===== config.mk =====
export PLATFORM = sky130hd
export DESIGN_NAME = nemo_yaw_reader
export DESIGN_NICKNAME = d
export VERILOG_FILES = /design/src/rtl/nemo_yaw_reader.sv
export SDC_FILE = /design/constraint.sdc
export NUM_CORES = 1
export LEC_CHECK = 0
export ABC_CLOCK_PERIOD_IN_PS = 4200
export CORE_ASPECT_RATIO = 0.5
export CORE_MARGIN = 3
export CORE_UTILIZATION = 40
export DETAILED_ROUTE_END_ITERATION = 7
export PLACE_DENSITY = 0.73
export REMOVE_ABC_BUFFERS = 1
export SYNTH_ARGS = -nofsm -noshare
export SYNTH_HDL_FRONTEND = slang
export SYNTH_SLANG_ARGS = --single-unit

===== constraint.sdc =====
create_clock -name clk -period 4.2 [get_ports clk]
set_clock_uncertainty 0.2 [all_clocks]
set_input_delay 1.05 -clock clk [delete_from_list [all_inputs] [get_ports clk]]
set_output_delay 1.05 -clock clk [all_outputs]
set_load 0.005 [all_outputs]

===== src/rtl/nemo_yaw_reader.sv =====
// NEMO yaw-rate reader: configures the NEMO inertial sensor over the SPI
// monarch after power-up, then reads the 16-bit yaw rate on every data-ready
// interrupt and presents it to the heading integrator with a one-cycle vld.
module nemo_yaw_reader #(
    parameter int          STARTUP_BITS = 16,
    parameter logic [15:0] CFG_INT      = 16'h0D02,
    parameter logic [15:0] CFG_GYRO     = 16'h1160,
    parameter logic [15:0] CFG_ROUND    = 16'h1460,
    parameter logic [15:0] RD_YAWL      = 16'hA600,
    parameter logic [15:0] RD_YAWH      = 16'hA700
) (
    input  logic        clk,
    input  logic        rst_n,
    input  logic        INT,
    input  logic        done,
    input  logic [15:0] inert_data,
    output logic        wrt,
    output logic [15:0] cmd,
    output logic [15:0] yaw_rt,
    output logic        vld,
    output logic        setup_done
);

    // CFGx/RDH are entered from a GAP state and issue their wrt in the first
    // cycle (flagged by issue_q); WAIT_PU and IDLE issue on their exit edge.
    typedef enum logic [3:0] {
        WAIT_PU,
        CFG1,
        GAP1,
        CFG2,
        GAP2,
        CFG3,
        IDLE,
        RDL,
        GAPR,
        RDH
    } state_t;

    state_t                  state_q, state_d;
    logic [STARTUP_BITS-1:0] timer_q, timer_d;
    logic                    issue_q, issue_d;
    logic [15:0]             cmd_q, cmd_d;
    logic [7:0]              yawl_q, yawl_d;
    logic [15:0]             yaw_rt_q, yaw_rt_d;
    logic                    vld_q, vld_d;
    logic                    setup_done_q, setup_done_d;
    logic                    int_s1_q, int_s2_q;
    logic                    wrt_c;
    logic                    unused_hi;

    // Only the low byte of each SPI read carries sensor data.
    assign unused_hi = ^inert_data[15:8];

    // Two-flop synchronizer for the asynchronous data-ready pin.
    always_ff @(posedge clk or negedge rst_n) begin
        if (!rst_n) begin
            int_s1_q <= 1'b0;
            int_s2_q <= 1'b0;
        end else begin
            int_s1_q <= INT;
            int_s2_q <= int_s1_q;
        end
    end

    // State, timer, command and result registers.
    always_ff @(posedge clk or negedge rst_n) begin
        if (!rst_n) begin
            state_q      <= WAIT_PU;
            timer_q      <= '0;
            issue_q      <= 1'b0;
            cmd_q        <= 16'h0000;
            yawl_q       <= 8'h00;
            yaw_rt_q     <= 16'h0000;
            vld_q        <= 1'b0;
            setup_done_q <= 1'b0;
        end else begin
            state_q      <= state_d;
            timer_q      <= timer_d;
            issue_q      <= issue_d;
            cmd_q        <= cmd_d;
            yawl_q       <= yawl_d;
            yaw_rt_q     <= yaw_rt_d;
            vld_q        <= vld_d;
            setup_done_q <= setup_done_d;
        end
    end

    // Sequencing: power-up wait, three config writes, then yaw read pairs.
    always_comb begin
        state_d      = state_q;
        timer_d      = timer_q;
        issue_d      = 1'b0;
        cmd_d        = cmd_q;
        yawl_d       = yawl_q;
        yaw_rt_d     = yaw_rt_q;
        vld_d        = 1'b0;
        setup_done_d = setup_done_q;
        wrt_c        = 1'b0;

        case (state_q)
            WAIT_PU: begin
                if (timer_q == '1) begin
                    wrt_c   = 1'b1;
                    cmd_d   = CFG_INT;
                    state_d = CFG1;
                end else begin
                    timer_d = timer_q + 1'b1;
                end
            end
            CFG1: begin
                if (done) begin
                    state_d = GAP1;
                end
            end
            GAP1: begin
                state_d = CFG2;
                issue_d = 1'b1;
            end
            CFG2: begin
                if (issue_q) begin
                    wrt_c = 1'b1;
                    cmd_d = CFG_GYRO;
                end else if (done) begin
                    state_d = GAP2;
                end
            end
            GAP2: begin
                state_d = CFG3;
                issue_d = 1'b1;
            end
            CFG3: begin
                if (issue_q) begin
                    wrt_c = 1'b1;
                    cmd_d = CFG_ROUND;
                end else if (done) begin
                    setup_done_d = 1'b1;
                    state_d      = IDLE;
                end
            end
            IDLE: begin
                if (int_s2_q) begin
                    wrt_c   = 1'b1;
                    cmd_d   = RD_YAWL;
                    state_d = RDL;
                end
            end
            RDL: begin
                if (done) begin
                    yawl_d  = inert_data[7:0];
                    state_d = GAPR;
                end
            end
            GAPR: begin
                state_d = RDH;
                issue_d = 1'b1;
            end
            RDH: begin
                if (issue_q) begin
                    wrt_c = 1'b1;
                    cmd_d = RD_YAWH;
                end else if (done) begin
                    yaw_rt_d = {inert_data[7:0], yawl_q};
                    vld_d    = 1'b1;
                    state_d  = IDLE;
                end
            end
            default: begin
                state_d = WAIT_PU;
            end
        endcase
    end

    assign wrt        = wrt_c;
    assign cmd        = cmd_d;
    assign yaw_rt     = yaw_rt_q;
    assign vld        = vld_q;
    assign setup_done = setup_done_q;

endmodule

# Word-level counts from Yosys, hierarchy flattened
# Index checks and enable logic that the tools add are counted.
[classes] n_eq_ne=18 bitwise_logic=2 n_reduce_logical=9 mux=23 n_addsub=1
[ops] op="2-to-1 mux 16 bit" n=5
[ops] op="one-hot mux 16 bit (5 select lines)" n=1
[ops] op="one-hot mux 4 bit (9 select lines)" n=1
[ops] op="2-to-1 mux 4 bit" n=8
[ops] op="adder 16 x 1 -> 16 bit (second input constant)" n=1
[ops] op="equality test 16 bit (second input constant)" n=1
[ops] op="equality test 4 x 3 -> 1 bit (second input constant)" n=4
[ops] op="inequality test 2 bit (second input constant)" n=7
[ops] op="equality test 4 x 2 -> 1 bit (second input constant)" n=2
[ops] op="equality test 4 bit (second input constant)" n=2
[ops] op="AND reduction 8 bit" n=1
[ops] op="2-to-1 mux 1 bit" n=7
[ops] op="AND reduction 3 bit" n=2
[ops] op="OR reduction 3 bit" n=2
[ops] op="equality test 4 x 1 -> 1 bit (second input constant)" n=1
[ops] op="logical NOT 4 bit" n=1
[ops] op="AND reduction 2 bit" n=2
[ops] op="one-hot mux 1 bit (3 select lines)" n=1
[ops] op="inequality test 2 x 1 -> 1 bit (second input constant)" n=1
[ops] op="inverter 1 bit" n=2
[ops] op="OR reduction 2 bit" n=1
[totals] input_bits=20 out_inout_bits=35 word_cells=63 regBits=65

# Logic depth before layout (Yosys ltp)
[depth] depth_word=4 depth_mapped=6 depth_no_buf=5

# Worst setup path before layout
# No wires, ideal clock.
[synth_timing] kind="flip-flop to output port" from="reg state_q[2]" to="out cmd[12]" arrival_ns=1.828 path_buffers=3 path_stages_with_launch=7 path_slack_ns=1.122 required_ns=2.950 cell_sequence="dfrtp_1 > buf_6 > or4_4 > clkbuf_1 > or2_1 > buf_2 > a31oi_1"
[synth_between] elab_chain_len=2 elab_cells_between_ends=6 classes_between="eq/ne: 4; mux: 1; reduce/logical: 1"
[synth_lines] element="from (decl)" line_no="39" text="state_t state_q, state_d;"
[synth_lines] element="from (signal assigned)" line_no="77" text="state_q <= state_d;"
[synth_lines] element="equality test 4 bit, or another cell as far along" line_no="100" text="case (state_q)"
[synth_lines] element="one-hot mux 16 bit (5 select lines) *" line_no="100"
[synth_lines] element="to (decl)" line_no="18" text="output logic [15:0] cmd,"
# Mark *: on every way between the ends. The rest lies on a longest branch, timed or not.

# Worst setup path in the final report
[layout_timing] from="reg state_q[0]" to="out cmd[12]"
# Same word-level chain as after synthesis.

==> flow_metrics.tcl <==
set metrics [dict create \
    grt_pass1_wl_um 10900 \
    place_area_sq_um 3510 \
    startpoint "state_q[0]$_DFFE_PN0P_" \
    dr.pass1.iters 4 \
    synthMuxAreaShare_pct 9.85 \
    synth-seq-cells 65 \
    first_iter_violations 207 \
    syn_to_final_growth_pct 29.7 \
    dp_hpwl_um 4460 \
    io_buffers 46 \
    vias 2170 \
    slew_headroom_pct 49.9 \
    clockRootBuffer "clkbuf_16" \
    worst_slew_pin_slew_ns 0.750 \
    leakagePower_nw 1.76 \
    drc 0 \
    cp_top_family "simple AND/OR/NAND/NOR gates" \
    syn_inst 265 \
    start_util_pct 42.7 \
    fillerInstances 603 \
    antenna_cells 0 \
    grt_overflow 0 \
    cts_tree "built" \
    cp_max_fo 20 \
    start_kind "flop" \
    timing.hold.ws_ns 0.151 \
    hold_viol_final 0 \
    place_congestion 0.815 \
    synth-edff-count 0 \
    synthSimpleGateAreaFrac_pct 15.1 \
    ir_drop_v 0.000222 \
    crit_chain "or4_4 > or2_1 > a31oi_1 > clkdlybuf4s50_1" \
    layout_commonest_cell "dfrtp_1" \
    layout.nets 334 \
    cpMaxStageDelayCell "or4_4" \
    htreeDepth 3 \
    clkSlewWorstSetupHoldPaths_ns 0.05 \
    wl_um 6420 \
    yosysWarnings 0 \
    synth-async-reset-ratio_pct 100 \
    synth_ff_type "dfrtp_1" \
    arrival_ns 2.77 \
    tns_ns 0 \
    synth_area_sq_um 2960 \
    die-area_sq_um 8530 \
    io_pins 55 \
    grt_pass1_vias 2299 \
    post-route-min-period_ns 4.02 \
    die_w_um 128 \
    synthAdderAreaFrac_pct 0.423 \
    rows 21 \
    r2r-start "state_q[0]$_DFFE_PN0P_" \
    core_sq_um 6940 \
    finalMaxSlewViolations 0 \
    antenna_found_initial 0 \
    ff_latch_area_sq_um 1630 \
    synth-xor-area-share_pct 5.92 \
    cts_made_buffers 9 \
    rsz0062_at_grt "false" \
    cts.path.max_buffers 2 \
    final_area_sq_um 3840 \
    layout_setup_ws_ns 0.177 \
    mostFrequentLayoutCells "dfrtp_1, clkdlybuf4s50_1, mux2_2" \
    multi_input_area_sq_um 1210 \
    gr-usage-all-layers_pct 16.5 \
    viasPerCell 5.29 \
    pre_cts_ws_ns 0.405 \
    clk_latency_ns 0.32 \
    final.period_utilization_pct 95.8 \
    synth_compound_area_share_pct 9.55 \
    ys_types 43 \
    crit_type "reg -> out" \
    fin_total_pwr_mw 1.46 \
    crit_buf_inv 1 \
    endpoint_kind "primary output" \
    p_per_area_nw_per_um2 381 \
    grt_max_degree 28 \
    synth_top_family_by_area "simple AND/OR/NAND/NOR gates" \
    die_y_um 66.8 \
    fmax_ghz 0.249 \
    outcome "completed" \
    postRouteAntennaNets 0 \
    avgSynthCellArea_sq_um 11.2 \
    min_from "int_s1_q$_DFF_PN0_" \
    crit_path_max_incr_delay_ns 0.63 \
    finalSetupViolCount 0 \
    synth_seq_area_share_pct 54.9 \
    avgRoutedWirePerCell_um 15.7 \
    clock-sinks 65 \
    crit_required_ns 2.95 \
    hp-class "reg -> reg" \
    drv_cap 0 \
    drive_above_1_share_pct 17.6 \
]
registers in the layout (all words and copies together), names as in the netlist:
name        count
cmd_q          16
timer_q        16
yaw_rt         16
yawl_q          8
state_q         4
int_s1_q        1
int_s2_q        1
issue_q         1
setup_done      1
vld             1
power breakdown:
part	leakage, nW	switching (mW)	total, mW	internal (mW)
registers	0.888	0.000977	0.629	0.628
clock network	0.157	0.253	0.806	0.552
logic	0.714	0.0158	0.0270	0.0112
total	1.76	0.270	1.46	1.19
worst register-to-register path: stages, from the launching register on:
cell and delay [ns]:
dfrtp_2 0.53, or4_4 0.63, or4_1 0.59, nor3_1 0.25, xnor2_1 0.16
synthesized netlist by cell type (8+ instances only):
library cell	instances	share of area, %
a31oi_1	10	2.1
clkbuf_1	10	1.3
dfrtp_1	65	55
inv_1	15	1.9
mux2_2	25	9.5
nand2_1	16	2.0
nand3_1	10	1.7
nor2_1	9	1.1
nor3_1	12	2.0
o21ai_0	8	1.4
xnor2_1	8	2.4
xor2_1	12	3.6
metal layers:
layer	GRT usage [%]	vias to the layer above	wire length, um	part of all wire [%]
met1	19.7	1097	2920	45
met2	27.8	32	3190	50
met3	5.60	6	246	3.8
met5	0	-	0	0
li1	-	1035	-	-
met4	6.22	0	67	1.0
layout make-up:
cell class,count,share of cell area [%]
Sequential cell,65,42.4
Multi-Input combinational cell,170,31.6
Timing Repair Buffer,52,13.0
Clock buffer,14,6.88
Tap cell,92,3.00
Clock inverter,2,1.56
Inverter,15,1.47
stage by stage:
step | instances | utilization, %
after floorplan | 250 | -
after global placement | 394 | 50.6
after detailed placement | 394 | 50.6
after CTS | 410 | 55.2
after global routing | 410 | 55.3
final | 410 | 55.3
worst paths after layout:
path	depth (start not counted)	end	slack, ns
min	0	int_s2_q$_DFF_PN0_	0.15
max	4	cmd[12]	0.18
max in group asynchronous	2	cmd_q[3]$_DFF_PN0_	2.60
min in group asynchronous	1	cmd_q[15]$_DFF_PN0_	0.48
max reg2reg	4	timer_q[14]$_DFFE_PN0P_	1.75
min reg2reg	0	int_s2_q$_DFF_PN0_	0.15
what timing repair did:
action                                  in CTS  in global routing
buffers inserted                             0                  0
endpoints found under the setup margin       0                 11
gates resized for setup                      0                  4
endpoints found under the hold margin        0                  0
hold buffers                                 0                  0
cell families after synthesis:
group	Yosys count
simple gates	81
buf+inv	30
xor+xnor	20
fa+ha+maj	1
mux	26
compound gates	42
flops	65
(Power assumes the default switching activity.)
